File: config.mk
export PLATFORM = sky130hd
export DESIGN_NAME = decode_pipe_elastic_flat
export DESIGN_NICKNAME = d
export VERILOG_FILES = /design/src/rtl/decode_pipe_elastic_if.sv /design/src/rtl/decode_pipe_elastic.sv /design/src/flat_wrapper.sv
export SDC_FILE = /design/constraint.sdc
export NUM_CORES = 2
export LEC_CHECK = 0
export BUFFER_PORTS_ARGS = -buffer_cell sky130_fd_sc_hd__buf_4
export CORE_AREA = 8 8 331 333
export CTS_CLUSTER_SIZE = 30
export DETAILED_ROUTE_END_ITERATION = 12
export DIE_AREA = 0 0 339 341
export PLACE_DENSITY = 0.55
export SLEW_MARGIN = 40
export SYNTH_ARGS = -nofsm -noshare
export SYNTH_HDL_FRONTEND = slang
export SYNTH_SLANG_ARGS = --single-unit
File: constraint.sdc
create_clock -name clk -period 5 [get_ports clk]
set_input_delay 0.5 -clock clk [delete_from_list [all_inputs] [get_ports clk]]
set_output_delay 0.5 -clock clk [all_outputs]
set_load 0.01 [all_outputs]
File: src/rtl/decode_pipe_elastic_if.sv
// Decode->execute stage bus: upstream beat (valid_i/ready_o + payload) and
// downstream beat (valid_o/ready_i + registered payload).
interface decode_pipe_elastic_if #(
    parameter int N     = 8,
    parameter int LANES = 16,
    parameter int RA_W  = 4
);
    logic                       valid_i, ready_o;
    logic [LANES-1:0][N-1:0]    rd1, rd2, extend;
    logic [RA_W-1:0]            ra1, ra2, WA3;
    logic [LANES-1:0]           lane_en;
    logic                       RegWrite, MemtoReg, MemWrite;
    logic [1:0]                 ALUSrc;
    logic [2:0]                 ALUControl;

    logic                       valid_o, ready_i;
    logic [LANES-1:0][N-1:0]    rd1o, rd2o, extendO;
    logic [RA_W-1:0]            ra1o, ra2o, WA3O;
    logic [LANES-1:0]           lane_enO;
    logic                       RegWriteO, MemtoRegO, MemWriteO;
    logic [1:0]                 ALUSrcO;
    logic [2:0]                 ALUControlO;

    modport slave (
        input  valid_i, rd1, rd2, extend, ra1, ra2, WA3, lane_en,
               RegWrite, MemtoReg, MemWrite, ALUSrc, ALUControl, ready_i,
        output ready_o, valid_o, rd1o, rd2o, extendO, ra1o, ra2o, WA3O, lane_enO,
               RegWriteO, MemtoRegO, MemWriteO, ALUSrcO, ALUControlO
    );

    modport master (
        output valid_i, rd1, rd2, extend, ra1, ra2, WA3, lane_en,
               RegWrite, MemtoReg, MemWrite, ALUSrc, ALUControl, ready_i,
        input  ready_o, valid_o, rd1o, rd2o, extendO, ra1o, ra2o, WA3O, lane_enO,
               RegWriteO, MemtoRegO, MemWriteO, ALUSrcO, ALUControlO
    );
endinterface

File: src/rtl/decode_pipe_elastic.sv
// Elastic decode->execute register: main + skid buffer, flush, bubble-gated
// write strobes and a saturating downstream stall counter.
module decode_pipe_elastic #(
    parameter int N     = 8,
    parameter int LANES = 16,
    parameter int RA_W  = 4,
    parameter int CNT_W = 16
) (
    input  logic                   clk,
    input  logic                   reset,
    input  logic                   flush,
    decode_pipe_elastic_if.slave   bus,
    output logic [CNT_W-1:0]       stall_cnt
);
    typedef enum logic [1:0] {EMPTY, ONE, FULL} state_t;

    typedef struct packed {
        logic [LANES-1:0][N-1:0] rd1;
        logic [LANES-1:0][N-1:0] rd2;
        logic [LANES-1:0][N-1:0] ext;
        logic [RA_W-1:0]         ra1;
        logic [RA_W-1:0]         ra2;
        logic [RA_W-1:0]         wa3;
        logic [LANES-1:0]        lane_en;
        logic                    reg_write;
        logic                    mem_to_reg;
        logic                    mem_write;
        logic [1:0]              alu_src;
        logic [2:0]              alu_ctrl;
    } payload_t;

    state_t           r_state;
    payload_t         r_main, r_skid;
    logic [CNT_W-1:0] r_stall;
    payload_t         w_in;
    logic             w_valid, w_ready, w_acc, w_xfer;

    assign w_in.rd1        = bus.rd1;
    assign w_in.rd2        = bus.rd2;
    assign w_in.ext        = bus.extend;
    assign w_in.ra1        = bus.ra1;
    assign w_in.ra2        = bus.ra2;
    assign w_in.wa3        = bus.WA3;
    assign w_in.lane_en    = bus.lane_en;
    assign w_in.reg_write  = bus.RegWrite;
    assign w_in.mem_to_reg = bus.MemtoReg;
    assign w_in.mem_write  = bus.MemWrite;
    assign w_in.alu_src    = bus.ALUSrc;
    assign w_in.alu_ctrl   = bus.ALUControl;

    // Handshake is decoded purely from registered state: no ready_i->ready_o path.
    assign w_valid = (r_state != EMPTY);
    assign w_ready = (r_state != FULL);
    assign w_acc   = bus.valid_i & w_ready;
    assign w_xfer  = w_valid & bus.ready_i;

    always_ff @(posedge clk) begin
        if (reset) begin
            r_state <= EMPTY;
            r_main  <= '0;
            r_skid  <= '0;
            r_stall <= '0;
        end else begin
            if (w_valid && !bus.ready_i && r_stall != '1)
                r_stall <= r_stall + 1'b1;
            if (flush) begin
                r_state <= EMPTY;
            end else begin
                case (r_state)
                    EMPTY: if (w_acc) begin
                        r_main  <= w_in;
                        r_state <= ONE;
                    end
                    ONE: case ({w_acc, w_xfer})
                        2'b11:   r_main <= w_in;
                        2'b10: begin
                            r_skid  <= w_in;
                            r_state <= FULL;
                        end
                        2'b01:   r_state <= EMPTY;
                        default: ;
                    endcase
                    FULL: if (w_xfer) begin
                        r_main  <= r_skid;
                        r_state <= ONE;
                    end
                    default: r_state <= EMPTY;
                endcase
            end
        end
    end

    assign bus.ready_o     = w_ready;
    assign bus.valid_o     = w_valid;
    assign bus.rd1o        = r_main.rd1;
    assign bus.rd2o        = r_main.rd2;
    assign bus.extendO     = r_main.ext;
    assign bus.ra1o        = r_main.ra1;
    assign bus.ra2o        = r_main.ra2;
    assign bus.WA3O        = r_main.wa3;
    assign bus.lane_enO    = r_main.lane_en;
    // Write strobes are killed in bubbles so a stale main never commits.
    assign bus.RegWriteO   = r_main.reg_write & w_valid;
    assign bus.MemWriteO   = r_main.mem_write & w_valid;
    assign bus.MemtoRegO   = r_main.mem_to_reg;
    assign bus.ALUSrcO     = r_main.alu_src;
    assign bus.ALUControlO = r_main.alu_ctrl;
    assign stall_cnt       = r_stall;
endmodule

File: src/flat_wrapper.sv
// flat-port wrapper written by rule: the top's interface ports become plain ports
module decode_pipe_elastic_flat 
#(
    parameter int N     = 8,
    parameter int LANES = 16,
    parameter int RA_W  = 4,
    parameter int CNT_W = 16
)
  (clk, reset, flush, stall_cnt, bus_valid_i, bus_rd1, bus_rd2, bus_extend, bus_ra1, bus_ra2, bus_WA3, bus_lane_en, bus_RegWrite, bus_MemtoReg, bus_MemWrite, bus_ALUSrc, bus_ALUControl, bus_ready_i, bus_ready_o, bus_valid_o, bus_rd1o, bus_rd2o, bus_extendO, bus_ra1o, bus_ra2o, bus_WA3O, bus_lane_enO, bus_RegWriteO, bus_MemtoRegO, bus_MemWriteO, bus_ALUSrcO, bus_ALUControlO);
  decode_pipe_elastic_if #(.N(N), .LANES(LANES), .RA_W(RA_W)) bus_i ();
  input  logic clk;
  input  logic reset;
  input  logic flush;
  output logic [CNT_W-1:0] stall_cnt;
  input wire logic [$bits(bus_i.valid_i)-1:0] bus_valid_i;
  input wire logic [$bits(bus_i.rd1)-1:0] bus_rd1;
  input wire logic [$bits(bus_i.rd2)-1:0] bus_rd2;
  input wire logic [$bits(bus_i.extend)-1:0] bus_extend;
  input wire logic [$bits(bus_i.ra1)-1:0] bus_ra1;
  input wire logic [$bits(bus_i.ra2)-1:0] bus_ra2;
  input wire logic [$bits(bus_i.WA3)-1:0] bus_WA3;
  input wire logic [$bits(bus_i.lane_en)-1:0] bus_lane_en;
  input wire logic [$bits(bus_i.RegWrite)-1:0] bus_RegWrite;
  input wire logic [$bits(bus_i.MemtoReg)-1:0] bus_MemtoReg;
  input wire logic [$bits(bus_i.MemWrite)-1:0] bus_MemWrite;
  input wire logic [$bits(bus_i.ALUSrc)-1:0] bus_ALUSrc;
  input wire logic [$bits(bus_i.ALUControl)-1:0] bus_ALUControl;
  input wire logic [$bits(bus_i.ready_i)-1:0] bus_ready_i;
  output wire logic [$bits(bus_i.ready_o)-1:0] bus_ready_o;
  output wire logic [$bits(bus_i.valid_o)-1:0] bus_valid_o;
  output wire logic [$bits(bus_i.rd1o)-1:0] bus_rd1o;
  output wire logic [$bits(bus_i.rd2o)-1:0] bus_rd2o;
  output wire logic [$bits(bus_i.extendO)-1:0] bus_extendO;
  output wire logic [$bits(bus_i.ra1o)-1:0] bus_ra1o;
  output wire logic [$bits(bus_i.ra2o)-1:0] bus_ra2o;
  output wire logic [$bits(bus_i.WA3O)-1:0] bus_WA3O;
  output wire logic [$bits(bus_i.lane_enO)-1:0] bus_lane_enO;
  output wire logic [$bits(bus_i.RegWriteO)-1:0] bus_RegWriteO;
  output wire logic [$bits(bus_i.MemtoRegO)-1:0] bus_MemtoRegO;
  output wire logic [$bits(bus_i.MemWriteO)-1:0] bus_MemWriteO;
  output wire logic [$bits(bus_i.ALUSrcO)-1:0] bus_ALUSrcO;
  output wire logic [$bits(bus_i.ALUControlO)-1:0] bus_ALUControlO;
  assign bus_i.valid_i = bus_valid_i;
  assign bus_i.rd1 = bus_rd1;
  assign bus_i.rd2 = bus_rd2;
  assign bus_i.extend = bus_extend;
  assign bus_i.ra1 = bus_ra1;
  assign bus_i.ra2 = bus_ra2;
  assign bus_i.WA3 = bus_WA3;
  assign bus_i.lane_en = bus_lane_en;
  assign bus_i.RegWrite = bus_RegWrite;
  assign bus_i.MemtoReg = bus_MemtoReg;
  assign bus_i.MemWrite = bus_MemWrite;
  assign bus_i.ALUSrc = bus_ALUSrc;
  assign bus_i.ALUControl = bus_ALUControl;
  assign bus_i.ready_i = bus_ready_i;
  assign bus_ready_o = bus_i.ready_o;
  assign bus_valid_o = bus_i.valid_o;
  assign bus_rd1o = bus_i.rd1o;
  assign bus_rd2o = bus_i.rd2o;
  assign bus_extendO = bus_i.extendO;
  assign bus_ra1o = bus_i.ra1o;
  assign bus_ra2o = bus_i.ra2o;
  assign bus_WA3O = bus_i.WA3O;
  assign bus_lane_enO = bus_i.lane_enO;
  assign bus_RegWriteO = bus_i.RegWriteO;
  assign bus_MemtoRegO = bus_i.MemtoRegO;
  assign bus_MemWriteO = bus_i.MemWriteO;
  assign bus_ALUSrcO = bus_i.ALUSrcO;
  assign bus_ALUControlO = bus_i.ALUControlO;
  decode_pipe_elastic #(.N(N), .LANES(LANES), .RA_W(RA_W), .CNT_W(CNT_W)) u_core (.clk(clk), .reset(reset), .flush(flush), .bus(bus_i), .stall_cnt(stall_cnt));
endmodule
# Word level (Yosys, flattened, before mapping)

Index checks and enable logic that the tools add are counted.

Register bits: 858
Word-level logic and storage cells: 151
Bits of input ports: 425
Output and inout port bits: 438

Equal/unequal tests: 11
Bitwise logic cells: 5
Mux-type cells: 8
Reductions and logical operators: 10
Add/sub/neg operators: 1

Operators with widths:

| operator              | count |
|---|---|
| $mux 420              | 3 |
| $pmux 420 s3          | 1 |
| $add 16x1->16 const B | 1 |
| $ne 16x16->1 const B  | 1 |
| $eq 2x2->1 const B    | 3 |
| $pmux 2 s3            | 1 |
| $reduce_and 3->1      | 2 |
| $reduce_and 5->1      | 1 |
| $and 1x1->1           | 4 |
| $eq 2x1->1 const B    | 2 |
| $mux 2                | 2 |
| $ne 2x1->1 const B    | 2 |
| $ne 2x2->1 const B    | 2 |
| $pmux 2 s2            | 1 |
| $ne 3x2->1 const B    | 1 |
| $reduce_bool 3->1     | 1 |
| $logic_and 1x1->1     | 2 |
| $logic_not 2->1       | 1 |
| $reduce_bool 2->1     | 1 |
| $reduce_or 2->1       | 1 |
| $logic_not 1->1       | 1 |
| $not 1->1             | 1 |

# Longest topological paths before layout

Depth after elaboration: 5
Mapped depth: 7
Gate-level depth less buffers: 5

# Worst setup path after synthesis

Ideal clock, no wire load.

Path type: input-to-reg
Start point: input bus_ready_i
End point: register u_core.r_stall[15] (netlist: u_core.stall_cnt[15])
Path slack: 3232 ps
Arrival: 1648 ps
Stages: 4
Required time: 4879 ps
Library setup time: 121 ps
Path buffers: 0
Cells stage by stage: o21ba_2 > nand4_1 > nor4_1 > mux2_2

Word-level cells in the longest chain between the ends: 3

RTL lines:

| item                            | line                      | text |
|---|---|---|
| from (decl)                     | flat_wrapper.sv:28        | `input wire logic [$bits(bus_i.ready_i)-1:0] bus_ready_i;` |
| $logic_not 1->1                 | decode_pipe_elastic.sv:64 | `if (w_valid && !bus.ready_i && r_stall != '1)` |
| $logic_and 1x1->1 (2 in series) | decode_pipe_elastic.sv:64 |  |
| to (signal assigned)            | decode_pipe_elastic.sv:65 | `r_stall <= r_stall + 1'b1;` |
| to (decl)                       | decode_pipe_elastic.sv:34 | `logic [CNT_W-1:0] r_stall;` |

No other way between the ends.
A chain may end at the register's enable or synchronous reset.

# Worst setup path after layout

Start point: input flush
End point: register u_core.r_skid[369] (netlist name)

Word-level cells in the longest chain between the ends: 2

RTL lines:

| item                       | line                      | text |
|---|---|---|
| from (decl)                | flat_wrapper.sv:13        | `input logic flush;` |
| $not 1->1 (no line)        | --                        |  |
| $reduce_and 3->1 (no line) | --                        |  |
| to (signal assigned)       | decode_pipe_elastic.sv:77 | `r_skid <= w_in;` |
| to (decl)                  | decode_pipe_elastic.sv:33 | `payload_t r_main, r_skid;` |

No other way between the ends.

==> results.cfg <==
[clock_network]
path_clk_slew_ns = 0.06
cts.sinks = 858
cts_setup_buffers = 0
clockBufferDepth = 3
insertion_delay_ns = 0.66
cts_resized = 0
clockRootBuffer = clkbuf_16
cts_hold_buf = 1
htreeDepth = 3
cts_tree = done
cts_buffers = 98

[worst_setup_path]
slowest_delay_ns = 0.54
cp_slowest_cell = dlygate4sd3_1
cp_top_family = buffers and inverters
path_max_fanout = 121
startpoint_type = primary input
crit_path_end_kind = flop
required_ns = 5.50
crit_arrival_ns = 3.25
crit_chain = dlygate4sd3_1, buf_4, inv_8, nand3_4, buf_12, buf_16, buf_4, nand2_1, a21oi_1
timing.critical_path.buf_inv = 6
path_class = in2reg
critPathMostFrequentCell = buf_4

[routing]
avgRoutedWirePerCell_um = 20.7
drc = 0
met3_length_um = 10500
drtAntennaViolNets = 0
highest_layer = met5
first_pass_iters = 6
vias = 30900
drt-initial-drc-count = 2115
wl_met1_um = 50900
wl_met2_um = 57900
vias_per_cell = 5.17
finalWirelength_um = 124000

[global_routing]
antenna_found_initial = 38
grt_pass1_wl_um = 185000
grt_overflow = 0
first_global_vias = 29200
grt_max_degree = 196
grtUsageTotal_pct = 20.0

[synth]
synth-seq-cells = 858
postSynthCellCount = 4313
async_reset_ff_share_pct = 0
syn_area_um2 = 37900
ys_top_cells_by_count = 858 x dfxtp_1, 853 x a21oi_1, 845 x nand2_1, 422 x buf_4, 421 x mux2i_1
post_synth_num_cell_types = 37
yosysWarnings = 0
synth_most_common_cell = dfxtp_1
synth-main-ff-cell = dfxtp_1
synth_area_leaders = dfxtp_1 45%, a21oi_1 11%, mux2i_1 11%, a311oi_1 9.7%, nand2_1 8.4%
synth_seq_area_share_pct = 45.3
syn_nets = 4739
synth-edff-count = 0
avgSynthCellArea_um2 = 8.79
synth.top_cell.area_share_pct = 45.3
yosys.area.top_type = dfxtp_1

[run]
maxCapViolCount = 0

[pwr]
switchingPower_mw = 4.13
seqPwrFrac_pct = 44.5
peakVddDrop_mv = 0.251
clkPwrFrac_pct = 43.9
power_density_nw_per_um2 = 360
leakagePower_nw = 19.6
pwr-share-comb_pct = 11.6
intPower_mw = 12.2
sw_frac_of_total_pct = 25.2

[die]
die_y_um = 341
rows = 119
dieArea_um2 = 116000
io_pins = 863
die_w_um = 339
placeableCoreArea_um2 = 104000
initial_utilization_pct = 36.3

[timing]
setup_tns_ns = 0
fin_skew_ns = 0.0182
setup_viol_count_final = 0
min_period_ns = 2.75
tightest_slew_ns = 0.835
slew_violations = 0
whs_ns = 0.0879
timing_hold_violations_final = 0
max_freq_ghz = 0.364
finalCritPeriodShare_pct = 54.9
slew-limit-headroom_pct = 44.3
grt_setup_unrepaired = false

[outcome]
outcome = completed

[final_layout]
finalInstanceArea_um2 = 45500
layoutNonFillerInstCount = 5991
num-fill-cells = 10300
syn_to_final_growth_pct = 20.1
drive_above_1_share_pct = 23.9
fin_nets = 4928

[placement]
post-dp-hpwl_um = 83100
place_area_um2 = 42100
gp_congestion = 0.807
portBuffers = 862
placed_cells = 5789

[min_path]
hold_class = in2reg
-- final timing paths --
path / from / to / slack [ns] / cells past startpoint
max: flush / u_core.r_skid[369] / 2.25 / 9
min: bus_ready_i / u_core.r_state[1] / 0.09 / 2
max reg2reg: u_core.r_state[1] / u_core.r_skid[108] / 2.48 / 7
min reg2reg: u_core.r_skid[7] / u_core.r_skid[7] / 0.45 / 2
-- layer usage --
layer  track usage, %  up-vias
met5                0        -
met4             9.16       26
met3             7.07      214
met2             31.6      920
met1             24.5    14400
li1                 -    15400
-- power groups by stage --
stage                     Sequential (mW)  Combinational, mW  Clock [mW]
final                                7.29               1.89        7.19
after global routing                 7.31               2.06        7.67
after CTS                            7.29               1.91        7.41
after detailed placement             7.43               1.91           0
after global placement               7.43               1.89           0
after floorplan                      7.37               1.25           0
-- cell families (layout without fill, tap and decap cells) --
family          after synthesis  count (layout)  synth area share (%)
compound gates             1292            1292                  21.3
fa+ha+maj                     1               1                0.0330
flops                       858             858                  45.3
other cells                   0              24                     0
buf+inv                     845            1108                  12.9
simple gates                893             893                  9.18
mux                         424             424                  11.2
-- sequential cells by signal, summed over array words and instances, names as in the netlist, 2 cells and up --
signal and flops:
u_core.bus.ra1o 4, u_core.bus.WA3O 4, u_core.bus.ALUSrcO 2, u_core.bus.rd2o 128
u_core.bus.rd1o 128, u_core.r_skid 420, u_core.r_main 2, u_core.bus.lane_enO 16
u_core.bus.ra2o 4, u_core.bus.ALUControlO 3, u_core.stall_cnt 16, u_core.bus.extendO 128
u_core.r_state 2
-- layout make-up --
class / count / area [um2] / area share (%)
Multi-Input combinational cell: 2610 / 15900 / 34.9
Antenna cell: 24 / 60.1 / 0.132
Sequential cell: 858 / 17200 / 37.8
Inverter: 3 / 18.8 / 0.0413
Tap cell: 1391 / 1740 / 3.83
Timing Repair Buffer: 931 / 7430 / 16.3
Clock inverter: 28 / 288 / 0.633
Clock buffer: 146 / 2920 / 6.41
-- metrics by stage --
step | setup WS [ns] | utilization (%) | power, mW
2_1_floorplan | 3.23 | - | 8.62
3_3_place_gp | 2.12 | 40.3 | 9.32
3_5_place_dp | 2.12 | 40.4 | 9.34
4_1_cts | 2.27 | 43.5 | 16.6
5_1_grt | 2.17 | 43.6 | 17.0
6_report | 2.25 | 43.6 | 16.4
-- layout by cell type (no fill, tap or decap), drive strengths merged, types with 6 or more instances in the layout --
| cell type | count |
|---|---|
| a21oi | 853 |
| nand2 | 845 |
| a311oi | 420 |
| clkinv | 18 |
| nand4 | 6 |
| o31ai | 8 |
| clkbuf | 146 |
| dfxtp | 858 |
| inv | 8 |
| diode | 24 |
| mux2i | 421 |
| or4 | 8 |
| buf | 930 |
Power figures use the tool's default switching activity.
